File: config.mk
export PLATFORM = sky130hd
export DESIGN_NAME = branch_pc_controller
export DESIGN_NICKNAME = d
export VERILOG_FILES = /design/src/rtl/branch_pc_controller.sv
export SDC_FILE = /design/constraint.sdc
export NUM_CORES = 1
export LEC_CHECK = 0
export CORE_ASPECT_RATIO = 0.6
export CORE_MARGIN = 2
export CORE_UTILIZATION = 48
export CTS_CLUSTER_SIZE = 24
export DETAILED_ROUTE_END_ITERATION = 12
export PLACE_DENSITY = 0.82
export SETUP_SLACK_MARGIN = 0.5
export SYNTH_ARGS = -nofsm -noshare
export SYNTH_HDL_FRONTEND = slang
export SYNTH_SLANG_ARGS = --single-unit
File: constraint.sdc
create_clock -name CLK -period 3.4 [get_ports CLK]
set_clock_uncertainty 0.1 [all_clocks]
set_input_delay 0.68 -clock CLK [delete_from_list [all_inputs] [get_ports CLK]]
set_output_delay 0.68 -clock CLK [all_outputs]
set_load 0.01 [all_outputs]
File: src/rtl/branch_pc_controller.sv
// branch_pc_controller
//   Program sequencer for the streaming IPPro core. It generates the fetch PC
//   and runs the kernel from START_ADDR to END_ADDR once per pixel. It takes
//   a branch when the branch handler's condition mask matches the datapath
//   flags. After a taken branch it opens a shadow window of SHADOW_CYCLES
//   cycles in which branch resolution is suppressed.
//
// Ports
//   CLK, RESET    clock, synchronous active-high reset
//   ENABLE        pipeline advance; low freezes all state, pulses read 0
//   START         begin execution (IDLE only)
//   STOP          halt at the end of the current kernel iteration
//   START_ADDR    first kernel instruction
//   END_ADDR      last kernel instruction
//   IM_FLAGS      branch condition mask (0 = not a branch)
//   ALU_FLAGS     datapath status flags
//   BADDR         branch target, aligned with IM_FLAGS
//   PC            fetch address
//   FETCH_EN      PC valid
//   FLUSH         one-cycle squash pulse on a taken branch
//   BRANCH_TAKEN  one-cycle pulse coincident with FLUSH
//   LOOP_DONE     one-cycle pulse per completed iteration
//   BUSY          controller not idle
//   ITER_CNT      iterations completed since START
module branch_pc_controller #(
    parameter int unsigned ADDR_WIDTH    = 10,
    parameter int unsigned FLAGS_LENGTH  = 8,
    parameter int unsigned SHADOW_CYCLES = 4,
    parameter int unsigned ITER_WIDTH    = 16
) (
    input  logic                    CLK,
    input  logic                    RESET,
    input  logic                    ENABLE,
    input  logic                    START,
    input  logic                    STOP,
    input  logic [ADDR_WIDTH-1:0]   START_ADDR,
    input  logic [ADDR_WIDTH-1:0]   END_ADDR,
    input  logic [FLAGS_LENGTH-1:0] IM_FLAGS,
    input  logic [FLAGS_LENGTH-1:0] ALU_FLAGS,
    input  logic [ADDR_WIDTH-1:0]   BADDR,
    output logic [ADDR_WIDTH-1:0]   PC,
    output logic                    FETCH_EN,
    output logic                    FLUSH,
    output logic                    BRANCH_TAKEN,
    output logic                    LOOP_DONE,
    output logic                    BUSY,
    output logic [ITER_WIDTH-1:0]   ITER_CNT
);

    localparam int unsigned SH_W = (SHADOW_CYCLES > 1) ? $clog2(SHADOW_CYCLES) : 1;

    typedef enum logic [1:0] {
        IDLE   = 2'd0,
        RUN    = 2'd1,
        SHADOW = 2'd2
    } state_t;

    state_t          state;
    logic            stop_req;
    logic [SH_W-1:0] shadow_cnt;

    logic taken;
    logic at_end;
    logic stopping;

    always_comb begin
        taken    = (|(IM_FLAGS & ALU_FLAGS)) && (state == RUN) && ENABLE;
        at_end   = (PC == END_ADDR);
        // A STOP arriving in the very cycle the iteration ends still counts.
        stopping = at_end && (stop_req || STOP);
    end

    always_ff @(posedge CLK) begin
        if (RESET) begin
            state        <= IDLE;
            stop_req     <= 1'b0;
            shadow_cnt   <= '0;
            PC           <= '0;
            FETCH_EN     <= 1'b0;
            FLUSH        <= 1'b0;
            BRANCH_TAKEN <= 1'b0;
            LOOP_DONE    <= 1'b0;
            BUSY         <= 1'b0;
            ITER_CNT     <= '0;
        end else begin
            FLUSH        <= 1'b0;
            BRANCH_TAKEN <= 1'b0;
            LOOP_DONE    <= 1'b0;
            if (ENABLE) begin
                case (state)
                    IDLE: begin
                        if (START) begin
                            PC       <= START_ADDR;
                            ITER_CNT <= '0;
                            stop_req <= 1'b0;
                            state    <= RUN;
                            FETCH_EN <= 1'b1;
                            BUSY     <= 1'b1;
                        end
                    end
                    RUN, SHADOW: begin
                        if (STOP) stop_req <= 1'b1;
                        if (taken) begin
                            PC           <= BADDR;
                            FLUSH        <= 1'b1;
                            BRANCH_TAKEN <= 1'b1;
                            shadow_cnt   <= SH_W'(SHADOW_CYCLES - 1);
                            state        <= SHADOW;
                        end else begin
                            if (at_end) begin
                                LOOP_DONE <= 1'b1;
                                ITER_CNT  <= ITER_CNT + 1'b1;
                                if (!stopping) PC <= START_ADDR;
                            end else begin
                                PC <= PC + 1'b1;
                            end
                            // Halting takes precedence over the shadow countdown.
                            if (stopping) begin
                                state      <= IDLE;
                                shadow_cnt <= '0;
                                FETCH_EN   <= 1'b0;
                                BUSY       <= 1'b0;
                            end else if (state == SHADOW) begin
                                if (shadow_cnt == '0) state <= RUN;
                                else                  shadow_cnt <= shadow_cnt - 1'b1;
                            end
                        end
                    end
                    default: begin
                        state    <= IDLE;
                        FETCH_EN <= 1'b0;
                        BUSY     <= 1'b0;
                    end
                endcase
            end
        end
    end

endmodule

==> metrics.txt, run 1 <==
Worst-path clk slew 70 ps; worst reg2reg startpoint state[0]; Worst-Margin Slew 492 ps; Cell variety after synth 43; buffers from clock root to sink, at most 2; Antenna Diode Count 0; Post-Route WL 6.33 mm; Gate power share 0.283; YS warnings 0; worst-path cell chain clkdlybuf4s50_1 -> xnor2_1 -> nand4_1 -> nor3_4 -> nand2_1 -> o311ai_2 -> buf_4 -> o21ai_0; min Tclk post-route 2610 ps; vias in the first global route 2187; antenna-violating nets left 0; TritonCTS clock tree yes; Slew Viols, Final 0; Clock Latency Late Sink a little under 300 ps; number of fill cells in the layout 340; post-CTS repair timing setup buffer count 0; Post-Synthesis Cells between 200 and 300; Post-Syn Nets 332; DIE HEIGHT ~56 um; clk sinks 34; layout cells sized above 1 0.0684; worst hold stages 2; cell family with most CP delay simple AND/OR/NAND/NOR gates; Post-synth EDFFs 0; via/cell ratio between 5 and 6; DR WL/cell 15.4 um; PD cells about 330 mW/mm2; Seq/Total Area, Yosys 0.312; Avg Cell Area, Syn 7.97 um2; most common cell after layout, fill and taps aside clkdlybuf4s50_1; met2 Use GR 0.374; Yosys reg bits 34; DR vias 2323; cts hold-fix bufs 0; clock network power share 0.282; fmax 383 MHz; maxcap violations 0; crit-path max FO 10; Seq pwr share 0.435; Reg2Reg Setup Slack 1100 ps; met3 Usage GRT 0.0752; Yosys top cell by area dfxtp_1; H-tree Lvls 2; Internal Dissipation ~0.0007 W; Num CTS Buffers 5; most frequent cells in the layout clkdlybuf4s50_1 (81), dfxtp_1 (34), nand2_1 (33); IO Count 82; setup TNS 0 ps; DRC Markers 0; Port Buf Inserts 81; HP Start shadow_cnt[0]; Buf/Inv on CP 2; Slowest cell on crit path clkdlybuf4s50_1; startpoint types input port; maximum VDD drop 0.000218 V; row count 18; Most Used Layer, Global Route met2; sw frac 0.311; multi-input logic area 0.00139 mm2; clock root cell clkbuf_8; FFs w/ async S/R, synth 0; DP HPWL roughly 4.8 mm; Placed Area around 0.0030 mm2; ys flop type dfxtp_1; Rel. slew slack 0.671; CORE AREA 0.00423 mm2; die area between 0.005 and 0.006 mm2; reg2reg end ITER_CNT[7]; first-pass GRT wire length 10.3 mm; Hold WC Path Type flop to flop; Final #Nets 409; crit path kind input port to flop; antenna violations before repair 0; All-Layer GR Usage 0.248; critical path depth 8; DR pass1 iterations 5; met1 Use GR 0.352; top cells by area, synth dfxtp_1 (31%), xor2_1 (6.4%), nand2_1 (5.7%); Worst EP required 3470 ps; Non-Filler Cell Area, Final 0.00312 mm2; die width 91.1 um; Psw 0.000317 W; WP data arrival 2680 ps; critical path capture point type flop; post_cts resized 0; Synth Cell Area 0.00218 mm2; gpl congestion between 0.8 and 0.9; Final Hold Fails 0; largest net degree at the start of global routing 17; Hold Path End shadow_cnt[0]; starting density of the core 0.516; total grt overflow 0; status complete, no violations; sequential cell area between 600 and 700 um2; RSZ-0062 raised after global routing no; synthesis-to-layout area growth 43.0%; Synth top area share 0.312; leakage between 1 and 1.5 nW; final setup vio count 0; Reg2Reg Depth 8; initial DRC count roughly 200; max incr delay on CP between 400 and 500 ps; final worst path period share 0.768
[cell families after synthesis]
kind of cell,after synthesis,synth area share
compound gates,61,0.218
xor+xnor,29,0.116
fa+ha+maj,7,0.0401
buf+inv,28,0.0533
flops,34,0.312
mux,1,0.00458
simple gates,114,0.257
[per-layer routing]
layer	share of wire	wire length, um	up-vias
li1	-	-	1135
met1	0.46	2940	1067
met2	0.42	2670	115
met3	0.11	680	6
met4	0.0060	38	0
met5	0	0	-
[worst register-to-register path: cells and delay by family (launching register included)]
family	cells	cell delay [ps]
XOR/XNOR	1	180
adder cells (fa/ha/maj)	1	260
buffers and inverters	1	100
flip-flops	1	370
AND/OR/NAND/NOR	5	1180
[power groups by stage]
stage	clock network (W)	registers [W]	logic (W)
5_1_grt	0.000305	0.000447	0.000310
4_1_cts	0.000292	0.000443	0.000286
2_1_floorplan	0	0.000446	0.000158
3_3_place_gp	0	0.000451	0.000280
3_5_place_dp	0	0.000451	0.000284
6_report	0.000287	0.000443	0.000288
[per-stage QoR]
stage / instances / hold WS [ps] / setup slack, ps / power, W / utilization
6_report: 411 / 395 / 789 / 0.00102 / 0.738
5_1_grt: 411 / 410 / 654 / 0.00106 / 0.738
4_1_cts: 411 / 390 / 828 / 0.00102 / 0.738
3_5_place_dp: 404 / 381 / 525 / 0.000736 / 0.719
3_3_place_gp: 404 / 367 / 580 / 0.000731 / 0.719
2_1_floorplan: 274 / 352 / 981 / 0.000604 / -
[registers in the layout (all words and copies together), names as in the netlist]
signal,count
BRANCH_TAKEN,1
ITER_CNT,16
shadow_cnt,2
state,2
LOOP_DONE,1
stop_req,1
BUSY,1
PC,10
[synthesized netlist by cell type (all sizes together), types with 2 or more instances]
master / count
a211oi: 3
a21oi: 11
a22oi: 7
a41oi: 2
and3: 6
and4: 4
buf: 4
clkbuf: 14
dfxtp: 34
ha: 7
inv: 9
nand2: 33
nand3: 9
nand4: 14
nor2: 29
nor3: 9
o21a: 4
o21ai: 14
o31ai: 8
o32ai: 4
or2: 2
or3: 4
xnor2: 13
xor2: 16
[worst max-delay path by stage]
stage / start / to / slack, ps
2_1_floorplan: IM_FLAGS[1] / ITER_CNT[6] / 980
3_3_place_gp: IM_FLAGS[0] / ITER_CNT[4] / 580
3_5_place_dp: IM_FLAGS[0] / ITER_CNT[14] / 530
4_1_cts: END_ADDR[0] / PC[4] / 830
5_1_grt: END_ADDR[2] / PC[4] / 650
6_report: END_ADDR[0] / PC[4] / 790
[cell type report]
class,instances,area share
clock buffer,5,0.0220
inverter,10,0.0120
tap,60,0.0240
sequential,34,0.218
clock inverter,2,0.00321
timing repair buffer,88,0.276
multi-input combinational,212,0.444
(Power assumes the default switching activity.)
==> inputs of run 2 (changes only) <==
Settings changed: CORE_UTILIZATION 48 to 40, PLACE_DENSITY 0.82 to 0.72.
Clock period 3.4 ns to 2.4 ns, I/O delays scaled along.
==> metrics.txt, run 2 (synthesized netlist as in run 1, its figures left out) <==
status complete, no violations; TritonCTS clock tree yes; CORE AREA 0.00515 mm2; maxcap violations 0; Slew Viols, Final 0; Largest Register ITER_CNT; Tot Pwr around 0.0017 W; largest net degree at the start of global routing 14; DR WL/cell 16.3 um; Worst EP required 2520 ps; clk sinks 34; most common cell after layout, fill and taps aside clkdlybuf4s50_1; clock root cell clkbuf_8; DIE HEIGHT 61.2 um; via/cell ratio 5.45; max reg flops 16; die area about 0.0061 mm2; Worst-path clk slew 70 ps; min Tclk post-route 2020 ps; Rel. slew slack 0.765; initial DRC count about 250; final setup vio count 0; Post-Route WL 7.56 mm; buffers from clock root to sink, at most 2; startpoint types input port; pre-CTS setup slack -214 ps; antenna-violating nets left 0; cts hold-fix bufs 0; DR pass1 iterations 4; antenna violations before repair 0; Worst-Margin Slew 352 ps; DP HPWL 5.29 mm; Final Hold Fails 0; synthesis-to-layout area growth 69.9%; DR vias 2533; Non-Filler Cell Area, Final 0.00371 mm2; Num CTS Buffers 5; final worst path period share 0.841; Clock Latency Late Sink 280 ps; vias in the first global route roughly 2400; Placed Area 0.00335 mm2; number of fill cells in the layout 409; layout cells sized above 1 0.358; most frequent cells in the layout clkdlybuf4s50_1 (45), buf_4 (44), nand2_1 (27); Final #Nets 456; leakage about 1.6 nW; All-Layer GR Usage 0.247; final setup margin 383 ps; critical path capture point type flop; largest registers ITER_CNT (16), PC (10); Port Buf Inserts 81; Antenna Diode Count 0; first-pass GRT wire length 11.7 mm; crit path kind input port to flop; die width 99.4 um; PD cells 446 mW/mm2; maximum VDD drop 0.000269 V; RSZ-0062 raised after global routing yes; gpl congestion 0.878; Hold WC Path Type flop to flop; fmax 496 MHz; row count 20; total grt overflow 0; IO Count 82; WP data arrival 2140 ps; final core occ 0.720; starting density of the core 0.424; DRC Markers 0; H-tree Lvls 2; crit-path max FO 6
==> run 2: power breakdown <==
| part | switching [W] | internal [W] |
|---|---|---|
| Clock | 0.000214 | 0.000232 |
| Combinational | 0.000280 | 0.000308 |
| Sequential | 0.0000287 | 0.000591 |
==> run 2: stage by stage <==
stage	instances	hold WS [ps]	TNS (ps)
finish	465	402	0
global route	465	422	0
global placement	438	376	-3180
CTS	458	391	0
floorplan	274	352	0
detailed placement	438	381	-4500
==> run 2: final timing paths <==
path | start | end | slack [ps] | cells past startpoint
worst max register to register | PC[3] | ITER_CNT[10] | 390 | 7
worst min-delay path | shadow_cnt[0] | shadow_cnt[0] | 400 | 2
worst min register to register | shadow_cnt[0] | shadow_cnt[0] | 400 | 2
worst max-delay path | START | ITER_CNT[10] | 380 | 7
==> run 2: area by class of cell <==
class,instances,area (um2),area share
Multi-Input combinational cell,212,1620,0.435
Timing Repair Buffer,135,1170,0.316
Sequential cell,34,704,0.190
Clock buffer,7,86.3,0.0233
Tap cell,66,82.6,0.0223
Inverter,10,43.8,0.0118
Clock inverter,1,5.00,0.00135
==> run 2: routing by layer <==
| layer | up-vias | global-route usage | wire (um) |
|---|---|---|---|
| met1 | 1178 | 0.364 | 3630 |
| met3 | 7 | 0.0568 | 722 |
| li1 | 1230 | - | - |
| met5 | - | 0 | 0 |
| met2 | 118 | 0.377 | 3170 |
| met4 | 0 | 0.0411 | 44 |
==> run 2: repair_timing <==
action | CTS | global route
pin swaps | 39 | 12
gates resized for setup | 126 | 28
setup buffers | 12 | 7
setup endpoints to repair | 38 | 42
hold endpoints to repair | 0 | 0
gates cloned | 0 | 0
==> run 2: critical path: stages <==
cell and delay (ps):
clkdlybuf4s50_1 450, nand2b_1 140, and4b_1 280, buf_4 180, nand3_2 90, or3_1 370, a21oi_1 140
==> inputs of run 3 (changes only) <==
Clock period 2.4 ns to 1.7 ns, I/O delays scaled along.
==> metrics.txt, run 3 (synthesized netlist as in run 1, its figures left out) <==
status finished with violations; failing checks setup timing; layout cells sized above 1 0.512; startpoint types flop; largest registers ITER_CNT (16), PC (10); synthesis-to-layout area growth 97.4%; critical path capture point type flop; maximum VDD drop between 0.0004 and 0.0005 V; antenna violations before repair 0; RSZ-0062 raised after global routing yes; Slew Viols, Final 0; Num CTS Buffers 5; gpl congestion 0.870; Worst EP required about 1800 ps; initial DRC count ~360; maxcap violations 0; TritonCTS clock tree yes; crit-path max FO 3; final setup margin -513 ps; Post-Route WL ~10 mm; largest net degree at the start of global routing 12; fmax about 450 MHz; buffers from clock root to sink, at most 2; IO Count 82; via/cell ratio 6.02; clock root cell clkbuf_8; cts hold-fix bufs 0; most frequent cells in the layout buf_6 (61), buf_4 (61), nor2_1 (28); final hold slack 396 ps; die width 99.4 um; DRC Markers 0; Clock Latency Late Sink 300 ps; leakage 1.83 nW; H-tree Lvls 2; vias in the first global route 2743; Port Buf Inserts 81; DR WL/cell 20.2 um; row count 20; final worst path period share 1.30; total grt overflow 0; number of fill cells in the layout 266; clk sinks 34; DR pass1 iterations 5; max reg flops 16; Largest Register ITER_CNT; first-pass GRT wire length 13.3 mm; min Tclk post-route between 2000 and 2500 ps; antenna-violating nets left 0; CORE AREA 0.00515 mm2; Rel. slew slack 0.756; final core occ 0.837; Final Hold Fails 0; All-Layer GR Usage 0.284; DP HPWL 5.62 mm; starting density of the core 0.424; PD cells approximately 590 mW/mm2; Worst-Margin Slew 366 ps; Final #Nets 500; crit path kind flop to flop; die area 0.00609 mm2; WP data arrival 2310 ps; final setup vio count 32; Worst-path clk slew approximately 80 ps; DIE HEIGHT 61.2 um; Hold WC Path Type flop to flop; Antenna Diode Count 0; DR vias 3064
## run 3: through the flow
stage / total power, W / setup WS, ps / instances / area (um2) / TNS, ps
2_1_floorplan: 0.00128 / -367 / 274 / 2350 / -7440
3_3_place_gp: 0.00166 / -778 / 468 / 3570 / -22000
3_5_place_dp: 0.00167 / -832 / 468 / 3570 / -23550
4_1_cts: 0.00242 / -375 / 500 / 4060 / -7740
5_1_grt: 0.00265 / -574 / 509 / 4310 / -13800
6_report: 0.00256 / -513 / 509 / 4310 / -12330
## run 3: power breakdown
group          leakage, nW  switching (W)  total [W]  internal [W]
logic                 1.49       0.000478    0.00103      0.000549
clock network       0.0472       0.000342   0.000668      0.000326
registers            0.291      0.0000380   0.000870      0.000832
total                 1.83       0.000858    0.00256       0.00171
## run 3: final cells by class
class / count / area [um2] / area share
timing repair buffer: 179 / 1700 / 0.393
inverter: 10 / 40.0 / 0.00928
sequential: 34 / 726 / 0.168
clock inverter: 2 / 12.5 / 0.00290
clock buffer: 6 / 82.6 / 0.0191
tap: 66 / 82.6 / 0.0191
multi-input combinational: 212 / 1670 / 0.388
## run 3: what timing repair did
action	in CTS	in global routing
setup buffers	24	9
pin swaps	30	27
gates resized for setup	247	47
endpoints found under the setup margin	65	63
## run 3: final timing paths
path | start | to | slack (ps) | cells past startpoint
min reg2reg | stop_req | stop_req | 400 | 2
max | PC[4] | ITER_CNT[0] | -510 | 9
max reg2reg | PC[4] | ITER_CNT[0] | -510 | 9
min | stop_req | stop_req | 400 | 2
## run 3: critical path: stages, from the launching register on
cell	delay, ps
dfxtp_2	340
xnor2_2	150
nand4_1	170
buf_4	180
buf_6	110
nor3_4	210
buf_6	170
nand2_4	50
or3_4	380
a211oi_2	260
## run 3: routing by layer
metal | routed length, um | vias up | GRT usage
met4 | 452 | 0 | 0.0920
met2 | 4640 | 251 | 0.481
met5 | 0 | - | 0
met1 | 4040 | 1431 | 0.369
met3 | 1130 | 61 | 0.0636
li1 | - | 1321 | -
